## src/rtl/seq_divider_pkg.sv

```systemverilog
// Shared types and sizing helpers for the sequential restoring divider.
package seq_divider_pkg;

  typedef enum logic [1:0] {
    S_IDLE = 2'd0,
    S_RUN  = 2'd1,
    S_DZ   = 2'd2,
    S_DONE = 2'd3
  } state_t;

  localparam int SUB_CHUNK = 4;

  // Counter must hold WIDTH itself, hence the +1.
  function automatic int cnt_width(input int width);
    return $clog2(width + 1);
  endfunction

endpackage

```

## src/rtl/seq_divider_if.sv

```systemverilog
// Start/busy/done handshake and operand/result bus of the divide unit.
interface seq_divider_if #(
  parameter int WIDTH = 32
);
  logic             start;
  logic [WIDTH-1:0] dividend;
  logic [WIDTH-1:0] divisor;
  logic             busy;
  logic             done;
  logic [WIDTH-1:0] quotient;
  logic [WIDTH-1:0] remainder;
  logic             div_by_zero;

  modport master (
    output start, dividend, divisor,
    input  busy, done, quotient, remainder, div_by_zero
  );

  modport slave (
    input  start, dividend, divisor,
    output busy, done, quotient, remainder, div_by_zero
  );
endinterface

```

## src/rtl/seq_divider_div_sub_stage.sv

```systemverilog
// (WIDTH+1)-bit trial subtractor: i_rp - {0,i_divisor} as a chain of 4-bit
// ripple-carry adders fed with the inverted divisor and carry-in 1.
module div_rca4 (
  input  logic [3:0] i_a,
  input  logic [3:0] i_b,
  input  logic       i_cin,
  output logic [3:0] o_sum,
  output logic       o_cout
);
  logic [4:0] w_c;

  always_comb begin
    w_c[0] = i_cin;
    o_sum  = 4'b0;
    for (int i = 0; i < 4; i++) begin
      o_sum[i]   = i_a[i] ^ i_b[i] ^ w_c[i];
      w_c[i + 1] = (i_a[i] & i_b[i]) | (w_c[i] & (i_a[i] ^ i_b[i]));
    end
    o_cout = w_c[4];
  end
endmodule

module div_sub_stage
  import seq_divider_pkg::*;
#(
  parameter int WIDTH = 32
) (
  input  logic [WIDTH:0]   i_rp,
  input  logic [WIDTH-1:0] i_divisor,
  output logic [WIDTH:0]   o_diff,
  output logic             o_no_borrow
);
  localparam int NCH = WIDTH / SUB_CHUNK + 1;
  localparam int EW  = NCH * SUB_CHUNK;

  logic [EW-1:0] w_a;
  logic [EW-1:0] w_b_n;
  logic [EW-1:0] w_sum;
  logic [NCH:0]  w_c;
  logic          w_unused_sum;

  // Zero-extend both operands to a whole number of chunks; the final carry-out
  // is then the borrow-free flag of the (WIDTH+1)-bit subtract.
  assign w_a    = EW'(i_rp);
  assign w_b_n  = ~(EW'(i_divisor));
  assign w_c[0] = 1'b1;

  for (genvar g = 0; g < NCH; g++) begin : g_chunk
    div_rca4 u_rca4 (
      .i_a    (w_a[g*SUB_CHUNK +: SUB_CHUNK]),
      .i_b    (w_b_n[g*SUB_CHUNK +: SUB_CHUNK]),
      .i_cin  (w_c[g]),
      .o_sum  (w_sum[g*SUB_CHUNK +: SUB_CHUNK]),
      .o_cout (w_c[g + 1])
    );
  end

  assign o_diff       = w_sum[WIDTH:0];
  assign o_no_borrow  = w_c[NCH];
  assign w_unused_sum = ^w_sum[EW-1:WIDTH+1];
endmodule

```

## src/rtl/seq_divider.sv

```systemverilog
// Iterative unsigned restoring divider, one quotient bit per clock.
//   state  | meaning
//   S_IDLE | waiting for start
//   S_RUN  | WIDTH shift/subtract steps
//   S_DZ   | divisor was zero, one-cycle bypass
//   S_DONE | results valid, done pulse
module seq_divider
  import seq_divider_pkg::*;
#(
  parameter int WIDTH = 32
) (
  input  logic           clk,
  input  logic           rst,
  seq_divider_if.slave   bus
);
  localparam int CW = cnt_width(WIDTH);

  state_t           r_state;
  state_t           w_next;
  logic [WIDTH:0]   r_rem;
  logic [WIDTH-1:0] r_q;
  logic [WIDTH-1:0] r_div;
  logic [WIDTH-1:0] r_quot;
  logic [WIDTH-1:0] r_remo;
  logic [CW-1:0]    r_cnt;
  logic             r_dz;

  logic [WIDTH:0]   w_rp;
  logic [WIDTH:0]   w_diff;
  logic [WIDTH:0]   w_rem_nxt;
  logic [WIDTH-1:0] w_q_nxt;
  logic             w_no_borrow;
  logic             w_accept;
  logic             w_last;
  logic             w_busy;
  logic             w_done;
  logic             w_unused_msb;

  assign w_rp = {r_rem[WIDTH-1:0], r_q[WIDTH-1]};

  div_sub_stage #(.WIDTH(WIDTH)) u_sub (
    .i_rp        (w_rp),
    .i_divisor   (r_div),
    .o_diff      (w_diff),
    .o_no_borrow (w_no_borrow)
  );

  assign w_rem_nxt    = w_no_borrow ? w_diff : w_rp;
  assign w_q_nxt      = {r_q[WIDTH-2:0], w_no_borrow};
  assign w_last       = (r_cnt == CW'(1));
  assign w_accept     = bus.start && ((r_state == S_IDLE) || (r_state == S_DONE));
  assign w_unused_msb = r_rem[WIDTH];

  always_ff @(posedge clk) begin
    if (rst) begin
      r_state <= S_IDLE;
    end else begin
      r_state <= w_next;
    end
  end

  always_comb begin
    w_next = r_state;
    w_busy = 1'b0;
    w_done = 1'b0;
    case (r_state)
      S_IDLE: begin
        if (w_accept) w_next = (bus.divisor == '0) ? S_DZ : S_RUN;
      end
      S_RUN: begin
        w_busy = 1'b1;
        if (w_last) w_next = S_DONE;
      end
      S_DZ: begin
        w_busy = 1'b1;
        w_next = S_DONE;
      end
      S_DONE: begin
        w_done = 1'b1;
        if (w_accept) w_next = (bus.divisor == '0) ? S_DZ : S_RUN;
        else          w_next = S_IDLE;
      end
      default: w_next = S_IDLE;
    endcase
  end

  // r_q doubles as the captured dividend, which the DZ path reports unchanged.
  always_ff @(posedge clk) begin
    if (rst) begin
      r_rem  <= '0;
      r_q    <= '0;
      r_div  <= '0;
      r_cnt  <= '0;
      r_quot <= '0;
      r_remo <= '0;
      r_dz   <= 1'b0;
    end else if (w_accept) begin
      r_rem <= '0;
      r_q   <= bus.dividend;
      r_div <= bus.divisor;
      r_cnt <= CW'(WIDTH);
      r_dz  <= 1'b0;
    end else if (r_state == S_RUN) begin
      r_rem <= w_rem_nxt;
      r_q   <= w_q_nxt;
      r_cnt <= r_cnt - CW'(1);
      if (w_last) begin
        r_quot <= w_q_nxt;
        r_remo <= w_rem_nxt[WIDTH-1:0];
      end
    end else if (r_state == S_DZ) begin
      r_quot <= '1;
      r_remo <= r_q;
      r_dz   <= 1'b1;
    end
  end

  assign bus.busy        = w_busy;
  assign bus.done        = w_done;
  assign bus.quotient    = r_quot;
  assign bus.remainder   = r_remo;
  assign bus.div_by_zero = r_dz;
endmodule

```

## src/flat_wrapper.sv

```systemverilog
// flat-port wrapper written by rule: the top's interface ports become plain ports
module seq_divider_flat import seq_divider_pkg::*;
#(
  parameter int WIDTH = 32
)
  (clk, rst, bus_start, bus_dividend, bus_divisor, bus_busy, bus_done, bus_quotient, bus_remainder, bus_div_by_zero);
  seq_divider_if #(.WIDTH(WIDTH)) bus_i ();
  input  logic clk;
  input  logic rst;
  input wire logic [$bits(bus_i.start)-1:0] bus_start;
  input wire logic [$bits(bus_i.dividend)-1:0] bus_dividend;
  input wire logic [$bits(bus_i.divisor)-1:0] bus_divisor;
  output wire logic [$bits(bus_i.busy)-1:0] bus_busy;
  output wire logic [$bits(bus_i.done)-1:0] bus_done;
  output wire logic [$bits(bus_i.quotient)-1:0] bus_quotient;
  output wire logic [$bits(bus_i.remainder)-1:0] bus_remainder;
  output wire logic [$bits(bus_i.div_by_zero)-1:0] bus_div_by_zero;
  assign bus_i.start = bus_start;
  assign bus_i.dividend = bus_dividend;
  assign bus_i.divisor = bus_divisor;
  assign bus_busy = bus_i.busy;
  assign bus_done = bus_i.done;
  assign bus_quotient = bus_i.quotient;
  assign bus_remainder = bus_i.remainder;
  assign bus_div_by_zero = bus_i.div_by_zero;
  seq_divider #(.WIDTH(WIDTH)) u_core (.clk(clk), .rst(rst), .bus(bus_i));
endmodule
```

## config.mk

```make
export PLATFORM = sky130hd
export DESIGN_NAME = seq_divider_flat
export DESIGN_NICKNAME = d
export VERILOG_FILES = /design/src/rtl/seq_divider_pkg.sv /design/src/rtl/seq_divider_if.sv /design/src/rtl/seq_divider_div_sub_stage.sv /design/src/rtl/seq_divider.sv /design/src/flat_wrapper.sv
export SDC_FILE = /design/constraint.sdc
export NUM_CORES = 1
export LEC_CHECK = 0
export ABC_AREA = 1
export BUFFER_PORTS_ARGS = -buffer_cell sky130_fd_sc_hd__buf_2
export CORE_ASPECT_RATIO = 1.4
export CORE_MARGIN = 4
export CORE_UTILIZATION = 45
export DETAILED_ROUTE_END_ITERATION = 8
export PLACE_DENSITY = 0.69
export SLEW_MARGIN = 20
export SYNTH_ARGS = -nofsm -noshare
export SYNTH_HDL_FRONTEND = slang
export SYNTH_SLANG_ARGS = --single-unit
```

## constraint.sdc

```tcl
create_clock -name clk -period 25.8 [get_ports clk]
set_clock_uncertainty 0.15 [all_clocks]
set_input_delay 5.16 -clock clk [delete_from_list [all_inputs] [get_ports clk]]
set_output_delay 5.16 -clock clk [all_outputs]
set_load 0.01 [all_outputs]
```

==> impl_summary.md <==
Drt
After detailed routing, the wire length on met1 is 8580 um. The detailed route wirelength on metal2 is 8750 um. Dividing the detail-routed wire length by the instance count gives 13.6 um. Once detail routing completed, the nets flagged for antenna violations numbered 0. After the first detailed-routing iteration, the DRC count stood at 464. In the detailed route, the total length drawn on met3 is 1030 um. The remaining design rule violation count is 0. The highest metal layer carrying signal wires in the routed design is met4.

The wire length after detailed routing is 18800 um. The number of iterations in the first detailed-routing pass is 5. The post-detailed-route via-to-cell ratio is 4.92. Across all layers, the routed design uses 6763 vias.

Place
The weighted congestion at the end of routability-driven global placement is 0.863. The number of placed instances, taps included, is 1344. After detailed placement, the total cell area comes to 8590 um^2.

The number of buffer cells added on primary ports is 133. Detailed placement finished with a half-perimeter wire length of 13000 um.

Finish
The number of diodes is 0. The count of placed standard cells in the final layout, fillers left out is 1375. Of the cells placed in the final design, the portion with a size suffix greater than 1 is 0.162. The post-layout net count is 1232. The area growth from synthesis to layout is 15.4%. The post-route cell area is 9180 um^2.

Power
The sequential share of power is 0.345. The share of total power dissipated in combinational logic is 0.439. The worst-case IR drop observed on VDD is 0.100 mV.

Of the total power, the share spent switching nets is 0.427. Cell internal power was estimated by the tool at 0.668 mW. Summed over all cells, the static leakage comes to 4.07 nW. The total power density per cell area is 127 nW/um^2. The clock network fraction of design power is 0.216. The net switching component of the power is 0.498 mW. Summing internal, switching and leakage power gives 1.17 mW.

STA
The worst max-slew margin expressed relative to the limit is 0.418. The final critical-path share of the clock period is 0.613. The setup total negative slack is 0 ns.

The hold violation total from the final report is 0. Setup violations remaining at the end of the flow were counted as 0. The maximum achievable frequency is 0.0632 GHz. The final critical path time including I/O delays and setup is 15.82 ns. The transition time at the pin with the least slew margin is 0.871 ns.

The final number of max-transition violations came to 0. Setup repair after global routing left no endpoint under its margin.

Yosys
In this run the mean area of a mapped cell was 7.67 um^2. After synthesis, the cell types taking the most area are dfxtp_1 43%, nor2_1 11%, fa_1 7.8%, o21ai_0 7.0%, inv_1 6.4%. The netlist area before placement is 7960 um^2. Ranked by instance count, the synthesized netlist is headed by 225 x nor2_1, 169 x dfxtp_1, 136 x inv_1. dfxtp_1 takes more of the synthesized area than any other cell. During synthesis, Yosys emitted a total of 0 warnings. In this run, distinct cell masters in the synthesized netlist total 30.

The most used standard cell by instance count after synthesis is nor2_1. The share of synthesized registers carrying an async set or reset is 0. The number of enable-type register cells in the synthesized netlist is 0.

The number of standard cells after synthesis is 1037. The most common flop cell mapped by yosys is dfxtp_1. The share of the Yosys chip area taken by registers is 0.425. Synthesis produced a netlist with a net count of 1142. The number of register bits inferred by synthesis is 169.

The area share of the leading cell type in the synthesized netlist is 0.425.

Clocking
TritonCTS built the clock tree. Buffers added to address setup during post-CTS repair amount to 0. After clock tree synthesis, the clock-pin slew on the worst setup and hold paths is 0.07 ns. The total of cells resized after clock tree synthesis is 0.

The number of buffers added by the clock tree synthesis step is 17. Hold repair after CTS inserted 0 buffers. Counting every sink on the clock net gives 169.

The number of buffers between clock root and the deepest sink is 2. The clock latency on the worst-skew pair is 0.42 ns. The clock tree root buffer cell is clkbuf_16. CTS built an H-tree with a depth of 4.

Global route
Across every metal layer, demand over resource in global routing totals 0.195. The via count of the first global-routing pass was 6595. Entering global routing, the biggest net connects 127 pins. The first global-routing pass estimated 31300 um of wire. The initial antenna violation count was 0. The total congestion overflow after global routing is 0.

Setup path
The highest-delay cell along the critical path is fa_1. STA classifies the critical path startpoint as a flip-flop. The dominant cell type by count on the critical path is fa_1. On the worst path, the slowest cell contributes a delay of 0.47 ns. Counting cells, the worst reg-to-reg path comes to 43.

The kind of critical path is reg -> reg. The critical path data arrival time is 15.99 ns. The maximum fanout count along the critical path is 63. Data on the critical path is required at its endpoint by 25.96 ns.

The endpoint type of the worst setup path is a flip-flop.

Run status
The run finished with clean final reports.

Die
The total area inside the core boundary comes to 17400 um^2. Measured along the x axis, the die boundary spans 120 um. The floorplan step set the die height to 165 um. The count of pins on the block boundary is 134.

The initial standard-cell utilization of the core is 0.457. The die footprint is 19900 um^2. Row generation in the floorplan step produced 57 rows.

Hold path
The worst hold path was traced through 2 stages. The class of the worst hold path is reg -> reg.

Run
The number of maximum-capacitance constraint violations is 0.
-- cell families after synthesis --
logic type,after synthesis,share of synthesized area
and+or+nand+nor,386,0.193
AOI/OAI and AO/OA,236,0.177
buffers and inverters,207,0.114
DFF,169,0.425
adders and majority gates,38,0.0890
xor gates and xnor gates,1,0.00110
-- per-stage QoR --
step / utilization / hold slack, ns / worst slack, ns
after floorplan: - / 0.304 / 10.76
after global placement: 0.494 / 0.307 / 9.56
after detailed placement: 0.494 / 0.316 / 9.51
after CTS: 0.527 / 0.332 / 9.46
after global routing: 0.528 / 0.337 / 9.11
final: 0.528 / 0.324 / 9.98
-- sequential cells by signal (all words and copies together) (netlist names) --
signal / flops
u_core.bus.div_by_zero: 1
u_core.bus.quotient: 32
u_core.bus.remainder: 32
u_core.r_cnt: 6
u_core.r_div: 32
u_core.r_q: 32
u_core.r_rem: 32
u_core.r_state: 2
-- worst max-delay path, delay by kind of cell (launching register included) --
family	cells	cell delay (ns)
fa+ha+maj	32	13.91
simple gates	6	0.93
flops	1	0.33
buf+inv	4	0.31
compound gates	1	0.08
-- metal layers --
layer | up-vias | global-route usage
met1 | 3053 | 0.253
li1 | 3516 | -
met3 | 26 | 0.0385
met4 | 0 | 0.0727
met2 | 168 | 0.322
met5 | - | 0
-- final timing paths --
| path | from | end | slack, ns |
|---|---|---|---|
| worst max-delay path | u_core.r_q[31] | u_core.bus.remainder[27] | 9.98 |
| worst min-delay path | u_core.bus.quotient[8] | u_core.bus.quotient[8] | 0.32 |
| worst max register to register | u_core.r_q[31] | u_core.bus.remainder[27] | 9.98 |
| worst min register to register | u_core.bus.quotient[8] | u_core.bus.quotient[8] | 0.32 |
-- layout by cell type (no fill, tap or decap), drive strengths merged --
| master | instances |
|---|---|
| a31oi | 1 |
| clkinvlp | 5 |
| and3 | 1 |
| nor2 | 229 |
| inv | 143 |
| o21ai | 166 |
| fa | 31 |
| nand3 | 32 |
| nor3 | 2 |
| xor2 | 1 |
| a21oi | 7 |
| buf | 137 |
| o221ai | 58 |
| nand2 | 121 |
| clkbuf | 18 |
| a31o | 1 |
| ha | 7 |
| o21a | 1 |
| dfxtp | 169 |
| clkinv | 4 |
| o211ai | 2 |
| or2 | 1 |
| bufinv | 2 |
-- final cells by class --
cell class,count,area [um^2]
Fill cell,1804,8220
Clock buffer,18,439
Timing Repair Buffer,137,699
Inverter,141,536
Clock inverter,13,146
Tap cell,236,295
Multi-Input combinational cell,661,3680
Sequential cell,169,3380
-- power by group through the flow --
stage | registers, mW | logic, mW | clock network [mW]
final | 0.402 | 0.512 | 0.252
after global routing | 0.413 | 0.594 | 0.270
after CTS | 0.402 | 0.518 | 0.258
after detailed placement | 0.408 | 0.516 | 0
after global placement | 0.406 | 0.508 | 0
after floorplan | 0.418 | 0.388 | 0
No activity file was read; power rests on OpenSTA's default activity.
